**config.mk**
```make
export PLATFORM = sky130hd
export DESIGN_NAME = regfile_sb
export DESIGN_NICKNAME = d
export VERILOG_FILES = /design/src/rtl/regfile_pkg.sv /design/src/rtl/regfile_scoreboard.sv /design/src/rtl/regfile_sb.sv
export SDC_FILE = /design/constraint.sdc
export NUM_CORES = 1
export LEC_CHECK = 0
export ABC_AREA = 1
export CORE_MARGIN = 3
export CORE_UTILIZATION = 45
export CTS_CLUSTER_SIZE = 14
export DETAILED_ROUTE_END_ITERATION = 7
export SETUP_SLACK_MARGIN = 0.05
export SLEW_MARGIN = 30
export SYNTH_ARGS = -nofsm -noshare
export SYNTH_HDL_FRONTEND = slang
export SYNTH_SLANG_ARGS = --single-unit
```
**constraint.sdc**
```tcl
create_clock -name clk -period 2.34 [get_ports clk]
set_input_delay 0.234 -clock clk [delete_from_list [all_inputs] [get_ports clk]]
set_output_delay 0.234 -clock clk [all_outputs]
set_load 0.02 [all_outputs]
```
**src/rtl/regfile_pkg.sv**
```systemverilog
// Shared types and default geometry for the register file core.
package regfile_pkg;

  typedef enum logic {
    IDLE  = 1'b0,
    CLEAR = 1'b1
  } state_t;

  localparam int DEF_DATA_W   = 16;
  localparam int DEF_NUM_REGS = 8;

endpackage

```
**src/rtl/regfile_scoreboard.sv**
```systemverilog
// Pending-write scoreboard: one busy bit per register, set on issue,
// cleared on writeback, with same-cycle writeback masking on lookups.
module regfile_scoreboard
  import regfile_pkg::*;
#(
  parameter int NUM_REGS = DEF_NUM_REGS,
  parameter int ADDR_W   = $clog2(NUM_REGS)
) (
  input  logic              clk,
  input  logic              rst_n,
  input  logic              flush,
  input  logic              set_en,
  input  logic [ADDR_W-1:0] set_idx,
  input  logic              clr_en,
  input  logic [ADDR_W-1:0] clr_idx,
  input  logic [ADDR_W-1:0] look1,
  input  logic [ADDR_W-1:0] look2,
  output logic              hit1,
  output logic              hit2
);

  logic [NUM_REGS-1:0] busy;

  // Busy bits: set after clear so a same-cycle claim beats the writeback.
  always_ff @(posedge clk) begin
    if (!rst_n || flush) begin
      busy <= '0;
    end else begin
      if (clr_en) busy[clr_idx] <= 1'b0;
      if (set_en) busy[set_idx] <= 1'b1;
    end
  end

  // Lookups hide a pending bit whose writeback is on the port this cycle.
  always_comb begin
    hit1 = busy[look1] & ~(clr_en & (clr_idx == look1));
    hit2 = busy[look2] & ~(clr_en & (clr_idx == look2));
  end

endmodule

```
**src/rtl/regfile_sb.sv**
```systemverilog
// Register file with writeback bypass, pending-write scoreboard and a
// one-entry-per-cycle clear engine (runs after reset and on request).
module regfile_sb
  import regfile_pkg::*;
#(
  parameter int DATA_W   = DEF_DATA_W,
  parameter int NUM_REGS = DEF_NUM_REGS,
  parameter int ADDR_W   = $clog2(NUM_REGS),
  parameter int ZERO_REG = 1
) (
  input  logic              clk,
  input  logic              rst_n,
  input  logic              we,
  input  logic [ADDR_W-1:0] waddr,
  input  logic [DATA_W-1:0] wdata,
  input  logic              issue,
  input  logic [ADDR_W-1:0] issue_rd,
  input  logic [ADDR_W-1:0] raddr1,
  input  logic [ADDR_W-1:0] raddr2,
  output logic [DATA_W-1:0] rdata1,
  output logic [DATA_W-1:0] rdata2,
  output logic              busy1,
  output logic              busy2,
  input  logic              clr_req,
  output logic              clr_busy
);

  localparam logic HAS_ZERO = (ZERO_REG != 0);
  localparam logic [ADDR_W-1:0] LAST = ADDR_W'(NUM_REGS - 1);

  state_t            state, state_nx;
  logic [ADDR_W-1:0] clr_ptr, clr_ptr_nx;
  logic [DATA_W-1:0] mem [NUM_REGS];

  logic              idle;
  logic              wr_en;
  logic              iss_en;
  logic              flush;
  logic              mem_we;
  logic [ADDR_W-1:0] mem_addr;
  logic [DATA_W-1:0] mem_data;
  logic              hit1, hit2;

  // Qualify the external ports: only live in IDLE out of reset, r0 filtered.
  always_comb begin
    idle   = rst_n && (state == IDLE);
    wr_en  = idle && we    && !(HAS_ZERO && (waddr    == '0));
    iss_en = idle && issue && !(HAS_ZERO && (issue_rd == '0));
    flush  = idle && clr_req;
  end

  // Clear FSM state and pointer; reset restarts the clear from entry 0.
  always_ff @(posedge clk) begin
    if (!rst_n) begin
      state   <= CLEAR;
      clr_ptr <= '0;
    end else begin
      state   <= state_nx;
      clr_ptr <= clr_ptr_nx;
    end
  end

  // Next state, clear pointer and array write-port selection.
  always_comb begin
    state_nx   = state;
    clr_ptr_nx = clr_ptr;
    mem_we     = 1'b0;
    mem_addr   = waddr;
    mem_data   = wdata;
    unique case (state)
      IDLE: begin
        mem_we = wr_en;
        if (clr_req) begin
          state_nx   = CLEAR;
          clr_ptr_nx = '0;
        end
      end
      CLEAR: begin
        mem_we     = rst_n;
        mem_addr   = clr_ptr;
        mem_data   = '0;
        clr_ptr_nx = clr_ptr + ADDR_W'(1);
        if (clr_ptr == LAST) state_nx = IDLE;
      end
      default: state_nx = CLEAR;
    endcase
  end

  // Register array, no reset so it maps onto distributed RAM.
  always_ff @(posedge clk) begin
    if (mem_we) mem[mem_addr] <= mem_data;
  end

  regfile_scoreboard #(
    .NUM_REGS (NUM_REGS),
    .ADDR_W   (ADDR_W)
  ) u_sb (
    .clk     (clk),
    .rst_n   (rst_n),
    .flush   (flush),
    .set_en  (iss_en),
    .set_idx (issue_rd),
    .clr_en  (wr_en),
    .clr_idx (waddr),
    .look1   (raddr1),
    .look2   (raddr2),
    .hit1    (hit1),
    .hit2    (hit2)
  );

  // Read ports: blocked outputs during clear/reset, then r0, bypass, array.
  always_comb begin
    clr_busy = !idle;
    if (!idle) begin
      rdata1 = '0;
      rdata2 = '0;
      busy1  = 1'b1;
      busy2  = 1'b1;
    end else begin
      if (HAS_ZERO && (raddr1 == '0))      rdata1 = '0;
      else if (wr_en && (waddr == raddr1)) rdata1 = wdata;
      else                                 rdata1 = mem[raddr1];
      if (HAS_ZERO && (raddr2 == '0))      rdata2 = '0;
      else if (wr_en && (waddr == raddr2)) rdata2 = wdata;
      else                                 rdata2 = mem[raddr2];
      busy1 = hit1 && !(HAS_ZERO && (raddr1 == '0));
      busy2 = hit2 && !(HAS_ZERO && (raddr2 == '0));
    end
  end

endmodule

```
; Yosys cells after proc, flatten, opt, wreduce, memory -nomap -nowiden
; Memories as Yosys holds them, arrays and structs flattened.
; Index checks and enable logic that the tools add are counted.
[op_classes]
addsub = 1
n_lt_le_gt_ge = 6
n_eq_ne = 4
muxes = 29
bitwise_logic = 10
n_reduce_logical = 23
[op_table]
columns = cell, n
row1 = two-way mux 16 bit, 7
row2 = two-way mux 8 bit, 3
row3 = "less-than comparator 3 x 4 -> 1 bit, second input constant", 4
row4 = logical AND 1 bit, 12
row5 = zero test 3 bit, 4
row6 = two-way mux 1 bit, 10
row7 = bitwise AND 8 bit, 1
row8 = inverter 8 bit, 1
row9 = OR 8 bit, 1
row10 = binary-select mux 1 bit (select 3 bit), 2
row11 = demux 1 bit (select 3 bit), 2
row12 = == test 3 bit, 2
row13 = ">= comparator 3 x 1 -> 1 bit, second input constant", 2
row14 = zero test 1 bit, 6
row15 = two-way mux 3 bit, 2
row16 = one-hot mux 3 bit (2 select lines), 1
row17 = bitwise AND 1 bit, 4
row18 = one-hot mux 1 bit (2 select lines), 2
row19 = "adder 3 x 1 -> 3 bit, second input constant", 1
row20 = "== test 3 bit, second input constant", 1
row21 = inverter 1 bit, 3
row22 = "inequality test 2 bit, second input constant", 1
row23 = logical OR 1 bit, 1
[totals]
register_bits = 12
ramBits = 128
inputBits = 33
output_inout_bits = 35
n_memories = 1
[memory_table]
columns = name, depth, width, rd, rd_ports_with_merged_regs, wr, line_no
row1 = mem, 8, 16, 2, 0, 1, regfile_sb.sv:33  ; logic [DATA_W-1:0] mem [NUM_REGS];

; Longest topological paths before layout
[logic_depth]
depth_word = 10
mapped_depth = 11
mapped_depth_nobuf = 9

; Cells and area by module
; Synthesis repeated with hierarchy kept, for this count alone.
[hier_totals]
hier_cells = 1053
area_unflattened_um2 = 7995.2
[modules_own_cells]
columns = mod, instances, cells_each, area_each_um2, seq_area_each_um2
row1 = regfile_sb, 1, 938, 7368.3, 3923.8
row2 = regfile_scoreboard, 1, 115, 626.9, 160.2

; Worst setup path before layout
; OpenSTA, ideal clock, no wires.
[synth_path]
path_type = register -> register
startpoint = reg state
endpoint = mem mem[0][0] (netlist name), enable pin
setup_ps = 388
t_arrival_ps = 1698
required_ps = 1952
path_slack_ps = 254
stages_incl_launch_ff = 6
synth_period_minus_slack_ps = 2086
path_cell_list = dfxtp_1 -> inv_2 -> or2_2 -> o21ai_0 -> nand2_1 -> nor2_1
[synth_via]
elab_chain_cells = 7
elab_cells_between_ends = 8
classes_between = 4 x mux / 1 x bitwise / 3 x reduce/logical
[synth_lines]
columns = element, line_no
row1 = "start, declared", regfile_sb.sv:31  ; state_t state, state_nx;
row2 = "start signal, assigned", regfile_sb.sv:58  ; state <= state_nx;
row3 = inverter 1 bit, -
row4 = logical AND 1 bit, regfile_sb.sv:46  ; idle = rst_n && (state == IDLE);
row5 = logical AND 1 bit (2 in series), regfile_sb.sv:47  ; wr_en = idle && we && !(HAS_ZERO && (waddr == '0));
row6 = one-hot mux 1 bit (2 select lines), regfile_sb.sv:70  ; unique case (state)
row7 = two-way mux 1 bit, regfile_sb.sv:91  ; if (mem_we) mem[mem_addr] <= mem_data;
row8 = two-way mux 1 bit (not written as such), regfile_sb.sv:91
row9 = "end, declared", regfile_sb.sv:33
; Several ways; a longest one is shown, not always the timed one.

; Worst setup path after layout
[layout_path]
startpoint = reg state
endpoint = out rdata1[1]
[layout_via]
elab_chain_cells = 8
[layout_lines]
columns = element, line_no
row1 = inverter 1 bit *, -
row2 = logical AND 1 bit *, regfile_sb.sv:46
row3 = logical AND 1 bit (2 in series), regfile_sb.sv:47
row4 = logical AND 1 bit, regfile_sb.sv:121  ; else if (wr_en && (waddr == raddr1)) rdata1 = wdata;
row5 = two-way mux 16 bit, regfile_sb.sv:121
row6 = two-way mux 16 bit, regfile_sb.sv:120  ; if (HAS_ZERO && (raddr1 == '0)) rdata1 = '0;
row7 = two-way mux 16 bit *, regfile_sb.sv:114  ; if (!idle) begin
row8 = "end, declared", regfile_sb.sv:20  ; output logic [DATA_W-1:0] rdata1,
; Every way passes the cells marked *; elsewhere a longest branch is shown, timed or not.

==> run_results.csv <==
group,metric,value,unit
run_status,status,"finished clean",
synth,yosysTopAreaCellShare,48.14,%
timing,slew_headroom,62.18,%
timing,post-route-period-util,96.17,%
drt,wl_per_cell,18.44,um
setup_path,end_kind,"output port",
drt,vias_per_cell,5.469,
synth,synth_seq_cells,140,
synth,syn_inst,1044,
floorplanning,die_y,139.2,um
global_routing,antenna_found_initial,0,
synth,seq_area_frac_synth,51.15,%
global_routing,grt_pass1_vias,7161,
drt,via_count,7563,
cts,cts_sinks,140,
min_path,hp-class,"primary input to flip-flop",
cts,cts_buffer_depth,2,
timing,maxSlewViolCount,0,
cts,root_buffer,"clkbuf_16",
setup_path,crit_family,"buffers and inverters",
power_and_ir_drop,ir_drop,569.7,uV
power_and_ir_drop,p_per_area,633.3,nW/um^2
setup_path,startpoint_type,"flip-flop",
cts,ctsHoldBuffers,0,
drt,detail_route.iter0.violations,616,
cts,cts_tree,"built",
setup_path,critPathRequiredTime,2.11,ns
cts,cts_max_level,4,
timing,tightest_slew,0.5651,ns
power_and_ir_drop,p_leak,0.004254,uW
finish,drive_above_1_share,15.63,%
floorplanning,core,17360,um^2
placement,gp_congestion,0.8613,
floorplanning,rows,48,
timing,setup_tns,0,ns
floorplanning,dieArea,19380,um^2
global_routing,grt_max_degree,49,
setup_path,crit_type,"flip-flop to output port",
synth,synth_top_area_cell,"edfxtp_1",
synth,synthTopCellsByArea,"edfxtp_1 48%, nand2_1 21%, nand3_1 12%",
synth,ys_warn_count,0,
global_routing,grt_use_total,26.56,%
timing,finalSetupViolations,0,
synth,synth_nets,1079,
cts,insertion_delay,0.43,ns
finish,syn2layout_area_growth,24.24,%
synth,synth.avg_cell_area,7.647,um^2
floorplanning,ioPinCount,68,
finish,antenna_cells,0,
finish,layout.nets,1180,
global_routing,overflow,0,
cts,cts_buffers,17,
cts,clkTransAtPathRegs,0.06,ns
drt,post-route-drc-count,0,
timing,rsz0062_at_grt,"yes",
timing,finalCriticalPeriod,2.250,ns
setup_path,cp_max_fo,4,
drt,drt_first_pass_iters,5,
global_routing,grt_pass1_wl,39480,um
timing,timing.hold.ws,0.4171,ns
timing,fin_skew,0.008146,ns
drt,routed_wl,25500,um
drt,drtAntennaViolNets,0,
flow_run,max_cap_viol_count,0,
setup_path,cp_slowest_cell,"dfxtp_1",
setup_path,path_buf_inv,4,
synth,ys_types,29,
placement,dp_hpwl,16170,um
timing,hold_viol,0,
setup_path,cp_cell_sequence,"nor2_4 -> inv_1 -> nor2_4 -> buf_4 -> buf_4 -> nand2_1 -> nor2_1 -> clkdlybuf4s15_2",
placement,port_buffers,67,
timing,clock.fmax,0.4444,GHz
setup_path,cpPeakStageDelay,0.34,ns
floorplanning,initial_utilization,46.00,%
synth,synth_area,7984,um^2
floorplanning,die_w,139.2,um
setup_path,worstPathArrival,2.02,ns
==> layer usage <==
layer  GRT usage [%]  wire length (um)  vias up
met4           11.17               796        0
li1                -                 -     3630
met2           43.85             12400      312
met5               0                 0        -
met3           4.897              1818       63
met1           34.52             10480     3558
==> where the power goes <==
group	internal (uW)	switching, uW
sequential	2770	28.2
combinational	295	519
clock	1510	1160
total	4570	1710
==> cells in the mapped netlist (all sizes together) <==
master  count
xnor2       2
buf        40
nor2       92
inv        58
o21ai      11
dfxtp      12
nand2     440
nand4      18
clkinv      1
nand3     198
a21oi      13
ha          2
clkbuf     24
edfxtp    128
or2         2
nor3        2
xor2        1
==> metrics by stage <==
| stage | total power, uW | util, % | std cells | setup WS (ns) | instance area, um^2 |
|---|---|---|---|---|---|
| floorplan | 3311 | - | 1044 | 0.2536 | 7984 |
| finish | 6282 | 57.15 | 1383 | 0.08967 | 9920 |
| CTS | 6299 | 57.71 | 1382 | 0.05189 | 10020 |
| detailed placement | 3652 | 54.15 | 1347 | -0.4274 | 9399 |
| global placement | 3650 | 54.15 | 1347 | -0.4509 | 9399 |
| global route | 6513 | 57.15 | 1383 | 0.008729 | 9920 |
==> registers in the layout, summed over array words and instances, names as in the netlist <==
| signal | flops |
|---|---|
| clr_ptr | 3 |
| mem | 128 |
| state | 1 |
| u_sb.busy | 8 |
==> placed cells by master (no fill, tap or decap), drive strengths merged, types with 4 or more instances in the layout <==
master and instances:
clkdlybuf4s15 4, a21oi 13, clkdlybuf4s50 29, nor2 92, nand3 198, clkbuf 40, edfxtp 128, buf 88
dfxtp 12, clkinv 5, o21ai 11, nand4 18, inv 66, nand2 440
==> final timing paths <==
check / from / endpoint / slack (ns) / cells past startpoint
hold / removal: waddr[2] / u_sb.busy[5] / 0.42 / 5
setup reg to reg: state / mem[3][9] / 0.24 / 7
hold reg to reg: u_sb.busy[5] / u_sb.busy[5] / 0.48 / 2
setup / recovery: state / rdata1[1] / 0.09 / 8
==> worst min-delay path, cell delays in order <==
cell and delay [ns]:
dlymetal6s2s_1 0.16, buf_4 0.17, nand3_1 0.07, o21ai_0 0.08, a21oi_1 0.11
==> final cells by class <==
type / count / area, um^2
Timing Repair Buffer: 146 / 1338
Clock buffer: 18 / 429.2
Sequential cell: 140 / 4084
Inverter: 59 / 221.5
Clock inverter: 14 / 152.6
Fill cell: 1633 / 7437
Tap cell: 225 / 281.5
Multi-Input combinational cell: 781 / 3413
==> repair_timing <==
item	4_1_cts	5_1_grt
endpoints found under the setup margin	34	36
pin swaps	2	2
buffers inserted	3	1
resized for setup	73	49
hold endpoints to repair	0	0
==> logic make-up (layout without fill, tap and decap cells) <==
family / Yosys count / in the layout / synth area share, %
and+or+nand+nor: 752 / 752 / 39.81
DFF: 140 / 140 / 51.15
buffers and inverters: 123 / 237 / 6.660
AOI/OAI and AO/OA: 24 / 24 / 1.646
xor gates and xnor gates: 3 / 3 / 0.4232
adders and majority gates: 2 / 2 / 0.3134
Note: power is estimated with default switching activity, not from simulation.
